===== config.mk =====
export PLATFORM = sky130hd
export DESIGN_NAME = spkr_buf_ctrl
export DESIGN_NICKNAME = d
export VERILOG_FILES = /design/src/rtl/spkr_buf_ctrl.sv
export SDC_FILE = /design/constraint.sdc
export NUM_CORES = 1
export LEC_CHECK = 0
export BUFFER_PORTS_ARGS = -buffer_cell sky130_fd_sc_hd__buf_4
export CAP_MARGIN = 10
export CORE_MARGIN = 10
export CORE_UTILIZATION = 43
export DETAILED_ROUTE_END_ITERATION = 6
export PLACE_DENSITY = 0.76
export SYNTH_ARGS = -nofsm -noshare
export SYNTH_HDL_FRONTEND = slang
export SYNTH_SLANG_ARGS = --single-unit

===== constraint.sdc =====
create_clock -name clk -period 1.6 [get_ports clk]
set_input_delay 0.16 -clock clk [delete_from_list [all_inputs] [get_ports clk]]
set_output_delay 0.16 -clock clk [all_outputs]
set_load 0.01 [all_outputs]

===== src/rtl/spkr_buf_ctrl.sv =====
// Ping-pong sample-buffer controller: a producer fills one bank of a shared
// single-port RAM while the speaker plays the other; speaker reads win the port.
module spkr_buf_ctrl #(
  parameter int ADDR_W = 8,
  parameter int DATA_W = 16
) (
  input  logic              clk,
  input  logic              reset,
  input  logic              spkr_done,
  output logic              spkr_update,
  output logic [DATA_W-1:0] spkr_sample,
  output logic              underrun,
  output logic              fill_req,
  input  logic              fill_valid,
  input  logic [DATA_W-1:0] fill_data,
  output logic              fill_ready,
  output logic              mem_en,
  output logic              mem_we,
  output logic [ADDR_W:0]   mem_addr,
  output logic [DATA_W-1:0] mem_wdata,
  input  logic [DATA_W-1:0] mem_rdata,
  output logic [1:0]        full_banks
);

  localparam logic [ADDR_W-1:0] PTR_MAX = '1;

  typedef enum logic [1:0] {
    IDLE     = 2'd0,
    RD_ISSUE = 2'd1,
    RD_WAIT  = 2'd2
  } state_t;

  state_t              state, state_nx;
  logic [1:0]          bank_full, bank_full_nx;
  logic                fill_bank, fill_bank_nx;
  logic                play_bank, play_bank_nx;
  logic [ADDR_W-1:0]   wr_ptr, wr_ptr_nx;
  logic [ADDR_W-1:0]   rd_ptr, rd_ptr_nx;
  logic                pend, pend_nx;
  logic                upd_nx, und_nx, load_rdata;
  logic                wr_fire;

  assign fill_req   = !bank_full[fill_bank];
  assign fill_ready = fill_req && (state != RD_ISSUE);
  assign wr_fire    = fill_valid && fill_ready;
  assign full_banks = bank_full;
  assign mem_wdata  = fill_data;

  always_comb begin
    mem_en   = 1'b0;
    mem_we   = 1'b0;
    mem_addr = {fill_bank, wr_ptr};
    if (state == RD_ISSUE) begin
      mem_en   = 1'b1;
      mem_addr = {play_bank, rd_ptr};
    end else if (wr_fire) begin
      mem_en = 1'b1;
      mem_we = 1'b1;
    end else begin
      mem_en = 1'b0;
    end
  end

  always_comb begin
    state_nx     = state;
    bank_full_nx = bank_full;
    fill_bank_nx = fill_bank;
    play_bank_nx = play_bank;
    wr_ptr_nx    = wr_ptr;
    rd_ptr_nx    = rd_ptr;
    pend_nx      = pend;
    upd_nx       = 1'b0;
    und_nx       = 1'b0;
    load_rdata   = 1'b0;
    case (state)
      IDLE: begin
        if (spkr_done || pend) begin
          pend_nx = 1'b0;
          if (bank_full[play_bank]) begin
            state_nx = RD_ISSUE;
          end else begin
            upd_nx = 1'b1;
            und_nx = 1'b1;
          end
        end
      end
      RD_ISSUE: begin
        state_nx  = RD_WAIT;
        rd_ptr_nx = rd_ptr + ADDR_W'(1);
        if (rd_ptr == PTR_MAX) begin
          bank_full_nx[play_bank] = 1'b0;
          play_bank_nx            = ~play_bank;
        end
        if (spkr_done) pend_nx = 1'b1;
      end
      RD_WAIT: begin
        state_nx   = IDLE;
        upd_nx     = 1'b1;
        load_rdata = 1'b1;
        if (spkr_done) pend_nx = 1'b1;
      end
      default: state_nx = IDLE;
    endcase
    // The play bank is always full and the fill bank never is, so a set here
    // cannot collide with the clear above.
    if (wr_fire) begin
      wr_ptr_nx = wr_ptr + ADDR_W'(1);
      if (wr_ptr == PTR_MAX) begin
        bank_full_nx[fill_bank] = 1'b1;
        fill_bank_nx            = ~fill_bank;
      end
    end
  end

  always_ff @(posedge clk) begin
    if (reset) begin
      state       <= IDLE;
      bank_full   <= 2'b00;
      fill_bank   <= 1'b0;
      play_bank   <= 1'b0;
      wr_ptr      <= '0;
      rd_ptr      <= '0;
      pend        <= 1'b0;
      spkr_update <= 1'b0;
      underrun    <= 1'b0;
      spkr_sample <= '0;
    end else begin
      state       <= state_nx;
      bank_full   <= bank_full_nx;
      fill_bank   <= fill_bank_nx;
      play_bank   <= play_bank_nx;
      wr_ptr      <= wr_ptr_nx;
      rd_ptr      <= rd_ptr_nx;
      pend        <= pend_nx;
      spkr_update <= upd_nx;
      underrun    <= und_nx;
      if (load_rdata)  spkr_sample <= mem_rdata;
      else if (und_nx) spkr_sample <= '0;
    end
  end

endmodule


-- After elaboration in Yosys (flattened, before gate mapping)
Index checks and enable logic that the tools add are counted.
- $add $sub $neg: 2
- multiply operators: 0
- div/mod/pow operators: 0
- order comparisons: 4
- equality and inequality tests: 8
- shift operators: 0
- mux-type cells: 29
- bitwise gates (word level): 5
- reductions and logical operators: 14
- operator list (operator ; number):
    two-way mux 16 bit ; 2
    adder 8 x 1 -> 8 bit, second input constant ; 2
    equality test 8 bit, second input constant ; 2
    two-way mux 1 bit ; 15
    two-way mux 2 bit ; 6
    two-way mux 9 bit ; 1
    AND reduction 2 bit ; 3
    logical AND 1 bit ; 4
    less-than comparator 1 x 2 -> 1 bit, second input constant ; 2
    inequality test 2 x 1 -> 1 bit, second input constant ; 2
    inequality test 2 bit, second input constant ; 2
    case mux 1 bit (2 select lines) ; 2
    case mux 2 bit (2 select lines) ; 1
    nonzero test 2 bit ; 2
    AND reduction 3 bit ; 1
    bitwise AND 2 bit ; 1
    demux 1 bit (select 1 bit) ; 2
    equality test 2 x 1 -> 1 bit, second input constant ; 1
    equality test 2 bit, second input constant ; 1
    greater-or-equal comparator 1 bit, second input constant ; 2
    zero test 2 bit ; 1
    NOT 1 bit ; 2
    NOT 2 bit ; 1
    OR 2 bit ; 1
    3 further kinds ; 3
- flip-flop bits (word level): 41
- latch bits: 0
- memory bits (writable): 0
- bits in read-only memories: 0
- bits of input ports: 36
- logic and storage cells: 72
- memories kept: 0

-- Depth between registers and ports, before layout
Gate-level depths: netlist of the first run.
- word-level depth: 11
- gate-level depth with buffers: 7
- mapped depth without buffers: 5

-- Worst setup path after synthesis of the first run
OpenSTA, ideal clock, no wires.
- path type: flip-flop to flip-flop
- start: register state[1]
- end: register fill_bank
- setup time: 0.118 ns
- arrival time: 1.492 ns
- setup slack: -0.011 ns
- stages on the path, launching flop included: 6
- buffers on the path: 0
- cells stage by stage: dfxtp_1 -> inv_1 -> ha_1 -> nand3b_1 -> or4_4 -> mux2i_1
- longest elaborated chain between the ends: 4
- ends and longest elaborated chain (item ; RTL line ; text):
    from (decl) ; 33 ; state_t state, state_nx;
    from (signal assigned) ; 128 ; state <= state_nx;
    inequality test 2 x 1 -> 1 bit ; 44 ; assign fill_ready = fill_req && (state != RD_ISSUE);
    logical AND 1 bit ; 44 ;
    logical AND 1 bit ; 45 ; assign wr_fire = fill_valid && fill_ready;
    AND reduction 2 bit (no source line) ; n/a ;
    to (signal assigned) ; 130 ; fill_bank <= fill_bank_nx;
    to (decl) ; 35 ; logic fill_bank, fill_bank_nx;
Every way passes these cells.
A chain may end at the register's enable or synchronous reset.

-- Worst setup path in the final report of the first run
- start: register state[1]
- end: output port mem_addr[4]
- longest elaborated chain between the ends: 2
- ends and longest elaborated chain (item ; RTL line ; text):
    equality test 2 x 1 -> 1 bit ; 53 ; if (state == RD_ISSUE) begin
    two-way mux 9 bit ; 53 ;
    to (decl) ; 19 ; output logic [ADDR_W:0] mem_addr,
Every way passes these cells.

==> flow_summary.toml, run 1 <==
[drt]
wire_per_inst_um = 15.1
antenna_left = 0
routed_wl_um = 5170
num_vias = 1869
viasPerCell = 5.45
dr.pass1.iters = 4
drc = 0
first_iter_violations = 116

[synth]
synth.cell_area_um2 = 2020
yosysWarnings = 0
syn_avg_cell_area_um2 = 8.67
ys_types = 35
netlist_instances = 233
ys_ff_latch = 41
syn_nets = 275
synth_flop_cell = "dfxtp_1"
ys_async_sr_fraction_pct = 0
synth_edf_count = 0
synth-seq-area-share_pct = 40.6

[job]
maxCapViolations = 0

[timing]
period_minus_slack_ns = 1.62
fin_ws_ns = -0.0239
rsz0062_at_grt = "yes"
max-slew-margin-rel_pct = 69.0
setup_viol = 4
hold_viol_final = 0
fin_skew_ns = 0.00634
fmax_ghz = 0.616
drv_slew = 0
worst_pin_slew_ns = 0.465
period_share_pct = 101
hold-worst-slack_ns = 0.118

[setup_path]
critPathBufInv = 3
cp_max_fo = 8
path_cells = "inv_2 -> ha_4 -> buf_6 -> mux2_4 -> buf_6"
critical_path.top_delay_family = "buffers and inverters"
slowest_delay_ns = 0.33
worstPathArrival_ns = 1.46
r2r_start = "state[1]$_SDFFE_PP0P_"
crit_path_start_kind = "register"
critical_path_required_ns = 1.44
cp_common_cell = "buf_6"
r2r_slack_ns = 0.02
reg2reg_depth = 5
endpoint_kind = "primary output"
slowest_stage = "dfxtp_2"
worstSetupPathType = "reg -> out"
reg2reg_to = "fill_bank$_SDFFE_PP0P_"

[status]
failed_checks = "setup timing"
status = "complete, but fails checks"

[global_routing]
grt_pass1_wl_um = 8290
grt_pass1_vias = 1777
grt_use_total_pct = 12.8
grt.overflow.total = 0
grt_start_max_net_pins = 46
antenna_found_initial = 0

[final_layout]
ff_latch_area_um2 = 825
multi_input_comb_area_um2 = 1090
drive_above_1_share_pct = 39.5
nets = 332
final_cells = 343
areaGrowthSynthToFinish_pct = 37.6
num-fill-cells = 387
diodes = 0

[pwr]
power_uw = 2940
powerDensity_nw_per_um2 = 1060
p_leak_uw = 0.00111
ir_drop_mv = 0.703

[clocking]
tritoncts = "yes"
h-tree-depth = 2
clock_tree.root_cell = "clkbuf_8"
clock_sinks = 41
clk-insertion-delay-late_ns = 0.29
numCtsBuffers = 5
clockBufferDepth = 2
clkSlewWorstSetupHoldPaths_ns = 0.08

[placed_design]
portBuffers = 52
gp_congestion = 0.856
dpl.hpwl_um = 3590
dp_cells = 325

[hold_path]
min_to = "spkr_sample[5]$_SDFFE_PP0P_"
worstHoldStart = "mem_rdata[5]"
holdPathStages = 3
hp-class = "in -> reg"

[die]
top_level_ports = 85
die_area_um2 = 7840
die_w_um = 88.6
core_um2 = 4440
die_y_um = 88.6
core.rowCount = 24
initial_core_util_pct = 45.5
## cells by family after synthesis
kind of cell             Yosys count  share of synthesized area [%]
buffers and inverters             37                           10.0
multiplexers                      14                           7.74
flip-flops                        41                           40.6
XOR/XNOR                           4                           1.73
AND/OR/NAND/NOR                   68                           17.7
AO/OA/AOI/OAI                     63                           18.5
adder cells (fa/ha/maj)            6                           3.72
## tightest hold or removal path, delay by kind of cell
family,cells,cell delay [ns]
and+or+nand+nor,1,0.05
AOI/OAI and AO/OA,1,0.05
buffers and inverters,1,0.11
## power by group
group	switching [uW]	internal [uW]	leakage (uW)
registers	55.6	1080	0.000333
logic	419	539	0.000719
clock network	335	508	0.0000585
## cell usage after synthesis (all sizes together), types with 3 or more instances
master | count | area [um2]
nand2 | 23 | 86.3
nand3 | 3 | 15.0
nand2b | 5 | 31.3
inv | 8 | 30.0
clkbuf | 5 | 18.8
mux2 | 10 | 116
nand4 | 5 | 31.3
buf | 23 | 150
o31ai | 4 | 30.0
a21oi | 30 | 150
nor2 | 9 | 33.8
xor2 | 3 | 26.3
ha | 6 | 75.1
or3 | 6 | 37.5
or2 | 4 | 25.0
o21ai | 11 | 55.1
or4 | 5 | 41.3
o211ai | 16 | 120
mux2i | 4 | 40.0
dfxtp | 41 | 821
## registers in the layout, indices dropped and copies added (netlist names), 2 cells and up
| name | cells |
|---|---|
| full_banks | 2 |
| spkr_sample | 16 |
| rd_ptr | 8 |
| state | 2 |
| wr_ptr | 8 |
## layout make-up
class,instances,share of cell area (%)
Clock inverter,1,1.08
Inverter,9,1.21
Clock buffer,7,3.10
Timing Repair Buffer,78,23.4
Sequential cell,41,29.6
Multi-Input combinational cell,155,39.2
Tap cell,52,2.34
## cells in the final DEF, fill, tap and decap left out, types with 6 or more instances in the layout
cell type | Yosys | layout
a21oi_1 | 30 | 27
buf_4 | 16 | 63
buf_6 | 0 | 14
clkbuf_8 | 0 | 6
dfxtp_1 | 41 | 38
inv_1 | 8 | 7
mux2_4 | 1 | 8
nand2_1 | 23 | 23
nor2_1 | 9 | 8
o211ai_1 | 16 | 16
o21ai_0 | 10 | 9
## what timing repair did
action | 4_1_cts | 5_1_grt
gates resized for setup | 30 | 9
buffers inserted | 7 | 3
endpoints found under the setup margin | 12 | 17
gates cloned | 0 | 0
hold buffers | 0 | 0
pin swaps | 1 | 5
## stage by stage
step	setup slack [ns]	instance area (um2)	setup TNS, ns	util (%)
2_1_floorplan	0.0294	2020	0	-
3_3_place_gp	0.0208	2440	0	55.0
3_5_place_dp	-0.0390	2440	-0.0417	55.0
4_1_cts	-0.0244	2720	-0.0775	61.2
5_1_grt	-0.0802	2780	-0.719	62.6
6_report	-0.0239	2780	-0.0588	62.6
## how the worst max path moves through the flow
stage                     cells past startpoint  slack (ns)                       end                   from
after global routing                          7       -0.08  full_banks[0]$_SDFF_PP0_  state[1]$_SDFFE_PP0P_
after global placement                        5        0.02    wr_ptr[7]$_SDFFE_PP0P_  state[1]$_SDFFE_PP0P_
after CTS                                     5       -0.02               mem_addr[4]  state[1]$_SDFFE_PP0P_
final                                         5       -0.02               mem_addr[4]  state[1]$_SDFFE_PP0P_
after detailed placement                      5       -0.04    wr_ptr[7]$_SDFFE_PP0P_  state[1]$_SDFFE_PP0P_
after floorplan                               5        0.03    fill_bank$_SDFFE_PP0P_  state[1]$_SDFFE_PP0P_
## routing by layer
metal	GRT usage, %	wire, um	vias to the layer above
met5	0	0	-
met4	3.23	61	0
met3	6.07	540	6
met2	21.6	2460	61
met1	14.2	2110	871
li1	-	-	931
Note: power is estimated with default switching activity, not from simulation.
==> run 2: changes to the inputs <==
- CORE_UTILIZATION: 43 -> 45
- clock period: 1.6 -> 1.5 ns (I/O delays scaled with it)
==> run 2 against run 1 <==
  * The flow still finishes with violations (setup timing)
  * Global-route usage increased by 2.7 points
  * Combinational power increased by 62%
  * Sequential power increased by 6%
  * Clock skew decreased by 0.0012 ns
  * Critical path depth increased by 1
  * Hold slack got worse by 0.0047 ns
  * Non-clock buffer count increased by 18
  * Routed wire length increased by 22%
  * Largest power group is now combinational logic
==> flow_summary.toml, run 2 (same netlist as run 1, synthesis figures left out) <==
[status]
status = "complete, but fails checks"
failed_checks = "setup timing"

[drt]
route.met2.wl_um = 3090
routed_wl_um = 6290
drc = 0
wl_met1_um = 2590
route.met3.wl_um = 474
top_layer_used = "met4"
num_vias = 2018
wire_per_inst_um = 17.4
antenna_left = 0
dr.pass1.iters = 4
viasPerCell = 5.59
first_iter_violations = 115

[die]
die_w_um = 87.0
core.rowCount = 24
core_um2 = 4350
initial_core_util_pct = 46.4
die_area_um2 = 7570
top_level_ports = 85
die_y_um = 87.0

[final_layout]
mostFrequentLayoutCell = "buf_4"
fin_util_pct = 70.9
largest_reg_flops = 16
multi_input_comb_area_um2 = 1190
ff_latch_area_um2 = 825
nets = 350
areaGrowthSynthToFinish_pct = 52.8
final_cells = 361
drive_above_1_share_pct = 49.8
diodes = 0
final_cell_mix = "buf_4, dfxtp_1, a21oi_1"
num-fill-cells = 312
reg.largest.list = "spkr_sample x16, rd_ptr x8, wr_ptr x8"
regMostFlops = "spkr_sample"

[setup_path]
path_cells = "inv_2 -> ha_4 -> buf_12 -> buf_12 -> mux2_4 -> buf_6"
endpoint_kind = "primary output"
cp_common_cell = "buf_12"
critical_path.top_delay_family = "buffers and inverters"
cp_max_fo = 6
r2r_slack_ns = -0.14
crit_path_start_kind = "register"
slowest_delay_ns = 0.34
reg2reg_depth = 6
worstPathArrival_ns = 1.57
critPathBufInv = 4
critical_path_required_ns = 1.35
path_depth = 6
slowest_stage = "dfxtp_2"
worstSetupPathType = "reg -> out"

[placed_design]
dp_worst_setup_slack_ns = -0.156
portBuffers = 52
dpl.hpwl_um = 3770
dp_cells = 331
gp_congestion = 0.853

[timing]
fin_ws_ns = -0.215
fmax_ghz = 0.583
period_minus_slack_ns = 1.72
period_share_pct = 114
drv_slew = 0
worst_pin_slew_ns = 0.488
setup_viol = 27
fin_skew_ns = 0.00516
max-slew-margin-rel_pct = 67.4
hold_viol_final = 0
rsz0062_at_grt = "yes"

[global_routing]
grt_pass1_wl_um = 9560
grt_start_max_net_pins = 46
grt_use_total_pct = 15.5
grt_pass1_vias = 2001
grt.overflow.total = 0
antenna_found_initial = 0

[clocking]
clk-insertion-delay-late_ns = 0.29
clkSlewWorstSetupHoldPaths_ns = 0.08
numCtsBuffers = 5
cts_hold_buf = 0
clock_sinks = 41
h-tree-depth = 2
tritoncts = "yes"
clockBufferDepth = 2
clock_tree.root_cell = "clkbuf_8"

[pwr]
powerDensity_nw_per_um2 = 1150
ir_drop_mv = 0.860
p_leak_uw = 0.00127

[hold_path]
hp-class = "in -> reg"
holdPathStages = 3

[job]
maxCapViolations = 0
run 2: cell types whose count changed in the layout (fill, tap and decap cells not counted), sizes merged:
cell and change:
dlymetal6s2s +1, clkbuf +1, bufinv -1, buf +16, inv +1
run 2: path summary, 6_finish.rpt:
| kind | start | endpoint |
|---|---|---|
| worst min register to register | spkr_sample[12]$_SDFFE_PP0P_ | spkr_sample[12]$_SDFFE_PP0P_ |
| worst max-delay path | state[1]$_SDFFE_PP0P_ | mem_addr[4] |
| worst max register to register | state[1]$_SDFFE_PP0P_ | wr_ptr[5]$_SDFFE_PP0P_ |
| worst min-delay path | mem_rdata[5] | spkr_sample[5]$_SDFFE_PP0P_ |
run 2: final cells by class:
cell class	count	area share (%)
timing repair buffer	96	28.0
sequential	41	26.7
tap	52	2.11
clock inverter	1	0.162
inverter	9	1.18
multi-input combinational	155	38.7
clock buffer	7	3.12
run 2: metrics by stage:
stage	total power (uW)	setup TNS (ns)	instance area [um2]	hold WS [ns]
after global routing	3720	-3.70	3090	0.115
after floorplan	1730	-0.362	2030	0.295
final	3560	-2.88	3090	0.114
after global placement	2000	-0.816	2500	0.300
after CTS	3350	-1.75	2940	0.103
after detailed placement	2020	-1.91	2500	0.300
run 2: timing repair:
item,4_1_cts,5_1_grt
setup buffers,12,14
gates cloned,3,0
gates resized for setup,44,32
endpoints found under the setup margin,37,48
pin swaps,24,20
run 2: power by group:
| part | switching (uW) | leakage (uW) | total (uW) | internal, uW |
|---|---|---|---|---|
| registers | 60.9 | 0.000333 | 1210 | 1150 |
| logic | 617 | 0.000885 | 1550 | 930 |
| clock network | 382 | 0.0000542 | 798 | 416 |
run 2: layer usage:
layer | GRT usage [%] | vias up
met4 | 7.36 | 0
met2 | 24.6 | 74
met5 | 0 | -
met1 | 18.0 | 966
met3 | 5.81 | 15
li1 | - | 963
run 2: worst register-to-register path, delay by kind of cell (launching register included):
| family | cells | cell delay (ns) |
|---|---|---|
| compound gates | 1 | 0.12 |
| fa+ha+maj | 1 | 0.19 |
| buf+inv | 2 | 0.26 |
| flops | 1 | 0.34 |
| simple gates | 2 | 0.67 |
==> run 3: changes to the inputs <==
- SKIP_CTS_REPAIR_TIMING: not set -> 1
==> run 3 against run 2 <==
  * The run still ends with setup timing left
  * Clock skew about the same
  * Cell count decreased by 2.8%
  * Critical endpoint unchanged
  * Utilization decreased by 3.5 points
  * Clock power decreased by 0.5%
  * Die area unchanged
  * First-iteration DRC count decreased by 18%
  * Worst setup slack improved by 0.038 ns
  * Largest cell class unchanged
  * Flip-flop and latch count unchanged
  * Sequential power about the same
==> flow_summary.toml, run 3 (same netlist as run 1, synthesis figures left out) <==
[global_routing]
grt_use_total_pct = 13.4
grt_pass1_vias = 1780
antenna_found_initial = 0
grt_pass1_wl_um = 8320
grt.overflow.total = 0
grt_start_max_net_pins = 46

[clocking]
clock_tree.root_cell = "clkbuf_8"
clockBufferDepth = 2
numCtsBuffers = 5
clkSlewWorstSetupHoldPaths_ns = 0.08
tritoncts = "yes"
clock_sinks = 41
clk-insertion-delay-late_ns = 0.29
h-tree-depth = 2

[pwr]
powerDensity_nw_per_um2 = 1120
seqPwrFrac_pct = 36.8
p_leak_uw = 0.00118
swShare_pct = 29.3
p_int_uw = 2320
p_sw_uw = 961
p_clk_share_pct = 24.2
combPwrFrac_pct = 38.9
power_uw = 3280
ir_drop_mv = 0.850

[drt]
routed_wl_um = 5740
drc = 0
antenna_left = 0
num_vias = 1927
viasPerCell = 5.49
dr.pass1.iters = 4
wire_per_inst_um = 16.4
first_iter_violations = 94

[final_layout]
ff_latch_area_um2 = 825
final_cells = 351
num-fill-cells = 326
fin_util_pct = 67.4
areaGrowthSynthToFinish_pct = 45.2
stdcell_area_um2 = 2930
multi_input_comb_area_um2 = 1140
diodes = 0
drive_above_1_share_pct = 46.8
final_cell_mix = "buf_4, dfxtp_1, nand2_1, a21oi_1, o211ai_1"
mostFrequentLayoutCell = "buf_4"
reg.largest.list = "spkr_sample x16, rd_ptr x8, wr_ptr x8"
largest_reg_flops = 16
regMostFlops = "spkr_sample"
nets = 340

[timing]
fmax_ghz = 0.596
worst_pin_slew_ns = 0.472
setup_viol = 23
finalSetupTns_ns = -2.31
fin_ws_ns = -0.177
period_share_pct = 112
drv_slew = 0
hold_viol_final = 0
period_minus_slack_ns = 1.68
max-slew-margin-rel_pct = 68.5
rsz0062_at_grt = "yes"
fin_skew_ns = 0.00472

[die]
die_w_um = 87.0
core_um2 = 4350
core.rowCount = 24
die_y_um = 87.0
initial_core_util_pct = 46.4
top_level_ports = 85
die_area_um2 = 7570

[placed_design]
dpl.hpwl_um = 3770
dp_cells = 331
portBuffers = 52
place_area_um2 = 2500
gp_congestion = 0.853

[status]
failed_checks = "setup timing"
status = "complete, but fails checks"

[setup_path]
worstPathArrival_ns = 1.53
crit_path_start_kind = "register"
critical_path_required_ns = 1.35
worstSetupPathType = "reg -> out"
cp_max_fo = 7
endpoint_kind = "primary output"

[hold_path]
hp-class = "in -> reg"

[job]
maxCapViolations = 0
run 3: worst paths after layout:
kind	from	endpoint	slack, ns	cells after the start
worst max register to register	state[1]$_SDFFE_PP0P_	wr_ptr[6]$_SDFFE_PP0P_	-0.15	7
worst min register to register	spkr_sample[12]$_SDFFE_PP0P_	spkr_sample[12]$_SDFFE_PP0P_	0.50	2
worst min-delay path	mem_rdata[9]	spkr_sample[9]$_SDFFE_PP0P_	0.11	3
worst max-delay path	state[1]$_SDFFE_PP0P_	mem_addr[4]	-0.18	6
run 3: cell type report:
cell class,instances,area share [%]
inverter,9,1.28
tap,52,2.22
clock inverter,1,0.171
timing repair buffer,86,26.0
sequential,41,28.1
clock buffer,7,3.28
multi-input combinational,155,39.0
run 3: layer usage:
metal	GRT usage [%]	routed length [um]
met4	5.01	66
met1	16.0	2460
met5	0	0
met3	6.09	465
met2	20.5	2750
run 3: power by group through the flow:
stage                     Sequential [uW]  Combinational [uW]  Clock (uW)
final                                1210                1280         794
after global routing                 1210                1360         860
after CTS                            1200                 800         815
after detailed placement             1230                 795           0
after global placement               1230                 779           0
after floorplan                      1230                 505           0
run 3: per-stage QoR:
stage	setup slack (ns)	hold slack, ns
after CTS	-0.415	0.103
after global placement	-0.120	0.300
final	-0.177	0.113
after detailed placement	-0.156	0.300
after global routing	-0.209	0.106
after floorplan	-0.0367	0.295
run 3: critical path, stage by stage (launching register included):
cell and delay [ns]:
dfxtp_2 0.34, inv_2 0.05, ha_4 0.17, buf_12 0.13
buf_12 0.13, mux2_4 0.30, buf_6 0.12
